===== src/rtl/truth_table_sweeper.sv =====
// truth_table_sweeper: walks a 3-input function through its 8 rows,
// samples its output per row and compares the captured word.
//
// Ports:
//   clk, rst       clock, async active-high reset
//   start          sweep request, seen only in IDLE
//   fn_out         function output, may be asynchronous
//   in1/in2/in3    function inputs, row index MSB..LSB
//   busy, done     sweep in progress / one-cycle completion pulse
//   table_out      captured word, row r at bit 7-r
//   match          table_out == EXPECTED and no unstable rows
//   mismatch_mask  table_out ^ EXPECTED
//   unstable_mask  rows whose samples disagreed
module truth_table_sweeper #(
    parameter int          SETTLE_CYCLES = 4,
    parameter int          N_SAMPLES     = 2,
    parameter logic [7:0]  EXPECTED      = 8'hD7
) (
    input  logic       clk,
    input  logic       rst,
    input  logic       start,
    input  logic       fn_out,
    output logic       in1,
    output logic       in2,
    output logic       in3,
    output logic       busy,
    output logic       done,
    output logic [7:0] table_out,
    output logic       match,
    output logic [7:0] mismatch_mask,
    output logic [7:0] unstable_mask
);

    typedef enum logic [1:0] {
        IDLE,
        SETTLE,
        SAMPLE,
        DONE
    } state_t;

    localparam logic [7:0] SETTLE_LAST = 8'(SETTLE_CYCLES - 1);
    localparam logic [3:0] SAMPLE_LAST = 4'(N_SAMPLES - 1);

    state_t     state_q;
    logic       sync1_q;
    logic       sync2_q;
    logic [2:0] row_q;
    logic [2:0] in_q;
    logic [7:0] settle_cnt_q;
    logic [3:0] sample_cnt_q;
    logic       ref_q;
    logic [7:0] work_q;
    logic [7:0] work_d;
    logic [7:0] unst_work_q;
    logic [7:0] unst_work_d;
    logic [7:0] table_q;
    logic [7:0] unst_q;
    logic [7:0] mism_q;
    logic       match_q;
    logic       busy_q;
    logic       done_q;

    logic sample_first;
    logic sample_last;

    assign sample_first = (sample_cnt_q == 4'd0);
    assign sample_last  = (sample_cnt_q == SAMPLE_LAST);

    // Working results including this cycle's sample; row r lands at
    // bit 7-r, which for a 3-bit index is simply ~r.
    always_comb begin
        work_d      = work_q;
        unst_work_d = unst_work_q;
        if (state_q == SAMPLE) begin
            if (sample_last) begin
                work_d[~row_q] = sync2_q;
            end
            if (!sample_first && (sync2_q != ref_q)) begin
                unst_work_d[~row_q] = 1'b1;
            end
        end
    end

    always_ff @(posedge clk or posedge rst) begin
        if (rst) begin
            state_q      <= IDLE;
            sync1_q      <= 1'b0;
            sync2_q      <= 1'b0;
            row_q        <= 3'd0;
            in_q         <= 3'd0;
            settle_cnt_q <= 8'd0;
            sample_cnt_q <= 4'd0;
            ref_q        <= 1'b0;
            work_q       <= 8'd0;
            unst_work_q  <= 8'd0;
            table_q      <= 8'd0;
            unst_q       <= 8'd0;
            mism_q       <= 8'd0;
            match_q      <= 1'b0;
            busy_q       <= 1'b0;
            done_q       <= 1'b0;
        end else begin
            sync1_q <= fn_out;
            sync2_q <= sync1_q;
            done_q  <= 1'b0;
            unique case (state_q)
                IDLE: begin
                    if (start) begin
                        state_q      <= SETTLE;
                        row_q        <= 3'd0;
                        in_q         <= 3'd0;
                        settle_cnt_q <= 8'd0;
                        work_q       <= 8'd0;
                        unst_work_q  <= 8'd0;
                        busy_q       <= 1'b1;
                    end
                end
                SETTLE: begin
                    if (settle_cnt_q == SETTLE_LAST) begin
                        state_q      <= SAMPLE;
                        sample_cnt_q <= 4'd0;
                    end else begin
                        settle_cnt_q <= settle_cnt_q + 8'd1;
                    end
                end
                SAMPLE: begin
                    work_q      <= work_d;
                    unst_work_q <= unst_work_d;
                    if (sample_first) begin
                        ref_q <= sync2_q;
                    end
                    if (!sample_last) begin
                        sample_cnt_q <= sample_cnt_q + 4'd1;
                    end else if (row_q == 3'd7) begin
                        state_q <= DONE;
                        busy_q  <= 1'b0;
                        done_q  <= 1'b1;
                        in_q    <= 3'd0;
                        table_q <= work_d;
                        unst_q  <= unst_work_d;
                        mism_q  <= work_d ^ EXPECTED;
                        match_q <= (work_d == EXPECTED) &&
                                   (unst_work_d == 8'd0);
                    end else begin
                        // Next row's inputs launch on this same edge.
                        state_q      <= SETTLE;
                        row_q        <= row_q + 3'd1;
                        in_q         <= row_q + 3'd1;
                        settle_cnt_q <= 8'd0;
                    end
                end
                DONE: begin
                    state_q <= IDLE;
                end
                default: begin
                    state_q <= IDLE;
                end
            endcase
        end
    end

    assign in1           = in_q[2];
    assign in2           = in_q[1];
    assign in3           = in_q[0];
    assign busy          = busy_q;
    assign done          = done_q;
    assign table_out     = table_q;
    assign match         = match_q;
    assign mismatch_mask = mism_q;
    assign unstable_mask = unst_q;

endmodule


===== config.mk =====
export PLATFORM = sky130hd
export DESIGN_NAME = truth_table_sweeper
export DESIGN_NICKNAME = d
export VERILOG_FILES = /design/src/rtl/truth_table_sweeper.sv
export SDC_FILE = /design/constraint.sdc
export NUM_CORES = 1
export LEC_CHECK = 0
export CORE_MARGIN = 2
export CORE_UTILIZATION = 31
export CTS_CLUSTER_SIZE = 20
export DETAILED_ROUTE_END_ITERATION = 6
export PLACE_DENSITY = 0.52
export SYNTH_ARGS = -nofsm -noshare
export SYNTH_HDL_FRONTEND = slang
export SYNTH_SLANG_ARGS = --single-unit

===== constraint.sdc =====
create_clock -name clk -period 3 [get_ports clk]
set_input_delay 0.3 -clock clk [delete_from_list [all_inputs] [get_ports clk]]
set_output_delay 0.3 -clock clk [all_outputs]
set_load 0.01 [all_outputs]

==> Word-level counts from Yosys, hierarchy flattened <==
Cells that the tools add are included.
{ "classes": {"addsub": 3, "n_lt_le_gt_ge": 2, "eq_ne": 15, "mux": 36, "n_bitwise": 3, "n_reduce_logical": 19} }
{ "ops": {"columns": ["op", "count"], "rows": [
  ["$mux W8", 8],
  ["$pmux W8 S2", 2],
  ["$pmux W8 S3", 1],
  ["$mux W3", 5],
  ["$ne A2 B2 Y1 const B", 6],
  ["$pmux W3 S2", 2],
  ["$reduce_and A3 Y1", 4],
  ["$add A8 B1 Y8 const B", 1],
  ["$bwmux W8", 1],
  ["$eq A8 B2 Y1 const B", 1],
  ["$eq A8 B8 Y1 const B", 1],
  ["$logic_not A8 Y1", 1],
  ["$mux W2", 4],
  ["$mux W4", 2],
  ["$or A8 B8 Y8", 1],
  ["$pmux W2 S4", 1],
  ["$pmux W4 S2", 1],
  ["$reduce_and A4 Y1", 2],
  ["$mux W1", 7],
  ["$not A6 Y6", 1],
  ["$reduce_and A5 Y1", 1],
  ["$add A4 B1 Y4 const B", 1],
  ["$eq A2 B2 Y1 const B", 2],
  ["$eq A4 B1 Y1 const B", 1],
  ["other kinds (17)", 21]
]} }
{ "totals": {"regBits": 66, "in_bits": 4, "out_inout_bits": 30} }

==> Depth between registers and ports, before layout <==
{ "logic_depth": {"ltp_word": 10, "depth_mapped": 9} }

==> Worst setup path before layout <==
No wires, ideal clock.
{ "synth_path": {"path_kind": "register to register", "startpoint": "register sample_cnt_q[1]", "endpoint": "register match_q, in the netlist match", "setup_time_ns": 0.095, "t_arrival_ns": 2.057, "required_ns": 2.905, "path_slack_ns": 0.847, "stages_incl_launch_ff": 8, "path_buffers": 0, "synth_period_minus_slack_ns": 2.153, "cell_sequence": "dfrtp_1 inv_1 ha_1 or3b_4 nor4_4 mux2i_1 or4b_1 o31ai_1"} }
{ "synth_via": {"elab_chain_cells": 7, "word_cells_on_any_way": 12} }
{ "synth_rtl": {"columns": ["element", "line", "source"], "rows": [
  ["start, declared", "50", "logic [3:0] sample_cnt_q;"],
  ["start signal, assigned", "133", "sample_cnt_q <= sample_cnt_q + 4'd1;"],
  ["$logic_not A4 Y1", "66", "assign sample_first = (sample_cnt_q == 4'd0);"],
  ["$logic_not A1 Y1", "78", "if (!sample_first && (sync2_q != ref_q)) begin"],
  ["$logic_and A1 B1 Y1", "78", null],
  ["$mux W8", "78", null],
  ["$mux W8", "74", "if (state_q == SAMPLE) begin"],
  ["$logic_not A8 Y1", "143", "(unst_work_d == 8'd0);"],
  ["$logic_and A1 B1 Y1", "142", "match_q <= (work_d == EXPECTED) &&"],
  ["end signal, assigned", "142", null],
  ["end, declared", "59", "logic match_q;"]
]} }
Parallel ways exist; a longest one is shown, timed or not.
A chain may end at the register's enable or synchronous reset.

==> Worst setup path after layout <==
Same ends and word-level chain as after synthesis.

==> metrics.md <==
| Metric | Value |
|---|---|
| H-tree Lvls | 3 |
| Static Leak | 1.66 nW |
| Cts repair resizes | 0 |
| ANT cells | 0 |
| Endpoints failing hold | 0 |
| Via count | 2372 |
| WP data arrival | 2.62 ns |
| Slew margin rel. | 0.481 |
| Mapped Area | 0.00301 mm^2 |
| Max FO, Critical Path | 11 |
| PD cells | 533 mW/mm^2 |
| Max Transition Viols Final | 0 |
| Core ar. | 0.00933 mm^2 |
| CTS clk-pin slew, worst paths | 0.08 ns |
| DRC viols | 0 |
| Max Fclk | 422 MHz |
| Startpoint Class | flop |
| Antenna-violating nets left | 0 |
| CP top delay family | simple AND/OR/NAND/NOR gates |
| Share of post-route cells with drive strength above 1 | 0.100 |
| Sequential-to-total area share from yosys stat | 0.533 |
| Number of max-cap violations | 0 |
| Syn nets | 316 |
| Worst reg2reg endpoint | match |
| Antenna violations before repair | 0 |
| Die ar. | 0.0105 mm^2 |
| Postcts setup bufs | 0 |
| Clock Sinks | 64 |
| Post-layout util | 0.400 |
| Row count | 35 |
| Critical path type | reg -> reg |
| Synth Instances | 306 |
| Worst reg-to-reg path cell count | 7 |
| CP max stage cell | or4b_1 |
| Worst skew pair latency | 0.34 ns |
| First drt pass iteration count | 4 |
| Max IR drop VDD | 0.243 mV |
| Nets | 354 |
| Num CTS Buffers | 9 |
| Chip Height | 102 um |
| Starting density of the core | 0.322 |
| WL/cell | 14.5 um |
| Post-route setup TNS | 0 ns |
| TritonCTS clock tree | yes |
| Hold Path Class | in -> async |
| Global-route wire length before repair | 11600 um |
| DP HPWL | 4760 um |
| CTS hold repair buffers | 0 |
| Port Buffer Count | 33 |
| Mean post-synth cell area | 9.82 um^2 |
| Final setup viols | 0 |
| Total global routing overflow | 0 |
| CP Launch Point | sample_cnt_q[1] |
| Buf/Inv on CP | 1 |
| Worst path depth | 7 |
| Seq cells post-synth | 64 |
| Vias in the first global route | 2294 |
| Register-to-Register Setup Slack | 0.63 ns |
| Async S/R FF share, synth | 1.00 |
| Ys flop type | dfrtp_1 |
| Status | finished, final reports clean |
| Top-level I/O count | 34 |
| Gp weighted congestion | 0.883 |
| 1st-iter DRT viols | 87 |
| Period utilization | 0.789 |
| Netlist cell types | 44 |
| Largest net degree at the start of global routing | 65 |
| GRT Overall Usage | 0.145 |
| Clock buffer depth | 2 |
| Die W | 102 um |
| Yosys warns | 0 |
| Setup repair after global routing missed its margin | no |
| EDFF count, synth | 0 |
| CP Capture Type | flop |
| Data required time of the worst path | 3.26 ns |
| Reg-to-Reg Start | sample_cnt_q[1] |
| Critical path cell sequence | inv_1, ha_1, or3b_4, nor4_4, mux2i_1, or4b_1, o31ai_1 |
| Final worst path period need | 2.37 ns |
| Worst Tran Pin Value | 0.770 ns |
| Drt total wl | 6910 um |
| Clk_skew | 0.0150 ns |
| Area Overhead vs Synth | 24.0% |
| CTS root buf | clkbuf_8 |
| DR vias/cell | 4.96 |
| Slowest cell delay on critical path | 0.53 ns |
| Worst setup endpoint | match |
sequential cells by signal, indices dropped and copies added (netlist names), 2 cells and up:
signal and count:
unst_work_q 8, sample_cnt_q 4, table_out 8, mismatch_mask 6, in_q 3, row_q 3
state_q 2, unstable_mask 8, work_q 8, settle_cnt_q 8
cells in the mapped netlist, types with 2 or more instances:
master | count | area share
a21o_1 | 2 | 0.0050
a21oi_1 | 17 | 0.028
a22o_1 | 5 | 0.015
a31oi_1 | 5 | 0.010
a41oi_1 | 3 | 0.0087
and3_1 | 3 | 0.0062
buf_1 | 2 | 0.0025
buf_2 | 2 | 0.0033
buf_4 | 2 | 0.0050
clkbuf_1 | 12 | 0.015
dfrtp_1 | 64 | 0.53
ha_1 | 6 | 0.025
inv_1 | 8 | 0.010
mux2_2 | 2 | 0.0075
mux2i_1 | 8 | 0.027
nand2_1 | 42 | 0.052
nand2b_1 | 5 | 0.010
nand3_1 | 14 | 0.023
nand4_1 | 5 | 0.010
nor2_1 | 28 | 0.035
nor2b_1 | 5 | 0.010
nor3_1 | 4 | 0.0067
nor3b_1 | 2 | 0.0050
nor4_1 | 4 | 0.0083
o2111ai_1 | 2 | 0.0058
o21a_1 | 3 | 0.0075
o21ai_0 | 27 | 0.045
o31ai_1 | 4 | 0.010
xor2_1 | 5 | 0.015
worst reg2reg max path, delay by kind of cell, from the launching register on:
| family | cells | cell delay, ns |
|---|---|---|
| DFF | 1 | 0.42 |
| and+or+nand+nor | 3 | 1.25 |
| muxes | 1 | 0.14 |
| buffers and inverters | 1 | 0.09 |
| adders and majority gates | 1 | 0.14 |
| AOI/OAI and AO/OA | 1 | 0.24 |
metrics by stage:
stage,hold WS (ns),instances,total power (W),instance area (um^2),setup slack (ns)
finish,0.310,478,0.00199,3730,0.632
global route,0.352,478,0.00210,3730,0.468
CTS,0.346,478,0.00202,3730,0.628
detailed placement,0.337,462,0.00124,3520,0.632
global placement,0.335,462,0.00124,3520,0.673
floorplan,0.331,306,0.00113,3010,0.847
layer usage:
layer  track usage  vias to the layer above  part of all wire
met4        0.0472                        0            0.0094
met2         0.216                       66              0.44
li1              -                     1166                 -
met5             0                        -                 0
met1         0.201                     1136              0.50
met3        0.0465                        4             0.045
where the power goes:
group	leakage (nW)	internal [W]	total [W]	switching (W)
sequential	0.804	0.000910	0.000950	0.0000401
combinational	0.753	0.000114	0.000274	0.000160
clock	0.0989	0.000409	0.000763	0.000355
how the worst min path moves through the flow:
stage | endpoint | slack [ns] | cells past startpoint
after detailed placement | sync2_q | 0.34 | 0
after floorplan | sync2_q | 0.33 | 0
after global placement | sync2_q | 0.33 | 0
final | in_q[0] | 0.31 | 3
after CTS | in_q[0] | 0.35 | 3
after global routing | settle_cnt_q[7] | 0.35 | 3
cell type report:
cell class,count,area (um^2)
tap,129,161
fill,924,5600
inverter,8,30.0
sequential,64,1600
multi-input combinational,216,1300
clock buffer,10,138
timing repair buffer,45,433
clock inverter,6,67.6
logic make-up (layout without fill, tap and decap cells):
kind of cell               after synthesis  count (layout)  share of synthesized area
DFF                                     64              64                      0.533
and+or+nand+nor                        119             119                      0.194
adders and majority gates                6               6                     0.0250
buffers and inverters                   26              69                     0.0358
AOI/OAI and AO/OA                       75              75                      0.161
muxes                                   10              10                     0.0341
xor gates and xnor gates                 6               6                     0.0175
layout by cell type, fill, tap and decap left out, types with 3 or more instances in the layout:
cell type and count:
dfrtp_1 64, nand2_1 42, clkdlybuf4s50_1 33, nor2_1 28, o21ai_0 27, a21oi_1 17
nand3_1 14, buf_4 11, clkbuf_8 10, mux2i_1 8, inv_1 7, ha_1 6
nor2b_1 5, nand2b_1 5, xor2_1 5, nand4_1 5, a31oi_1 5, a22o_1 5
nor4_1 4, nor3_1 4, o31ai_1 4, and3_1 3, a41oi_1 3, o21a_1 3
No activity file was read; power rests on OpenSTA's default activity.
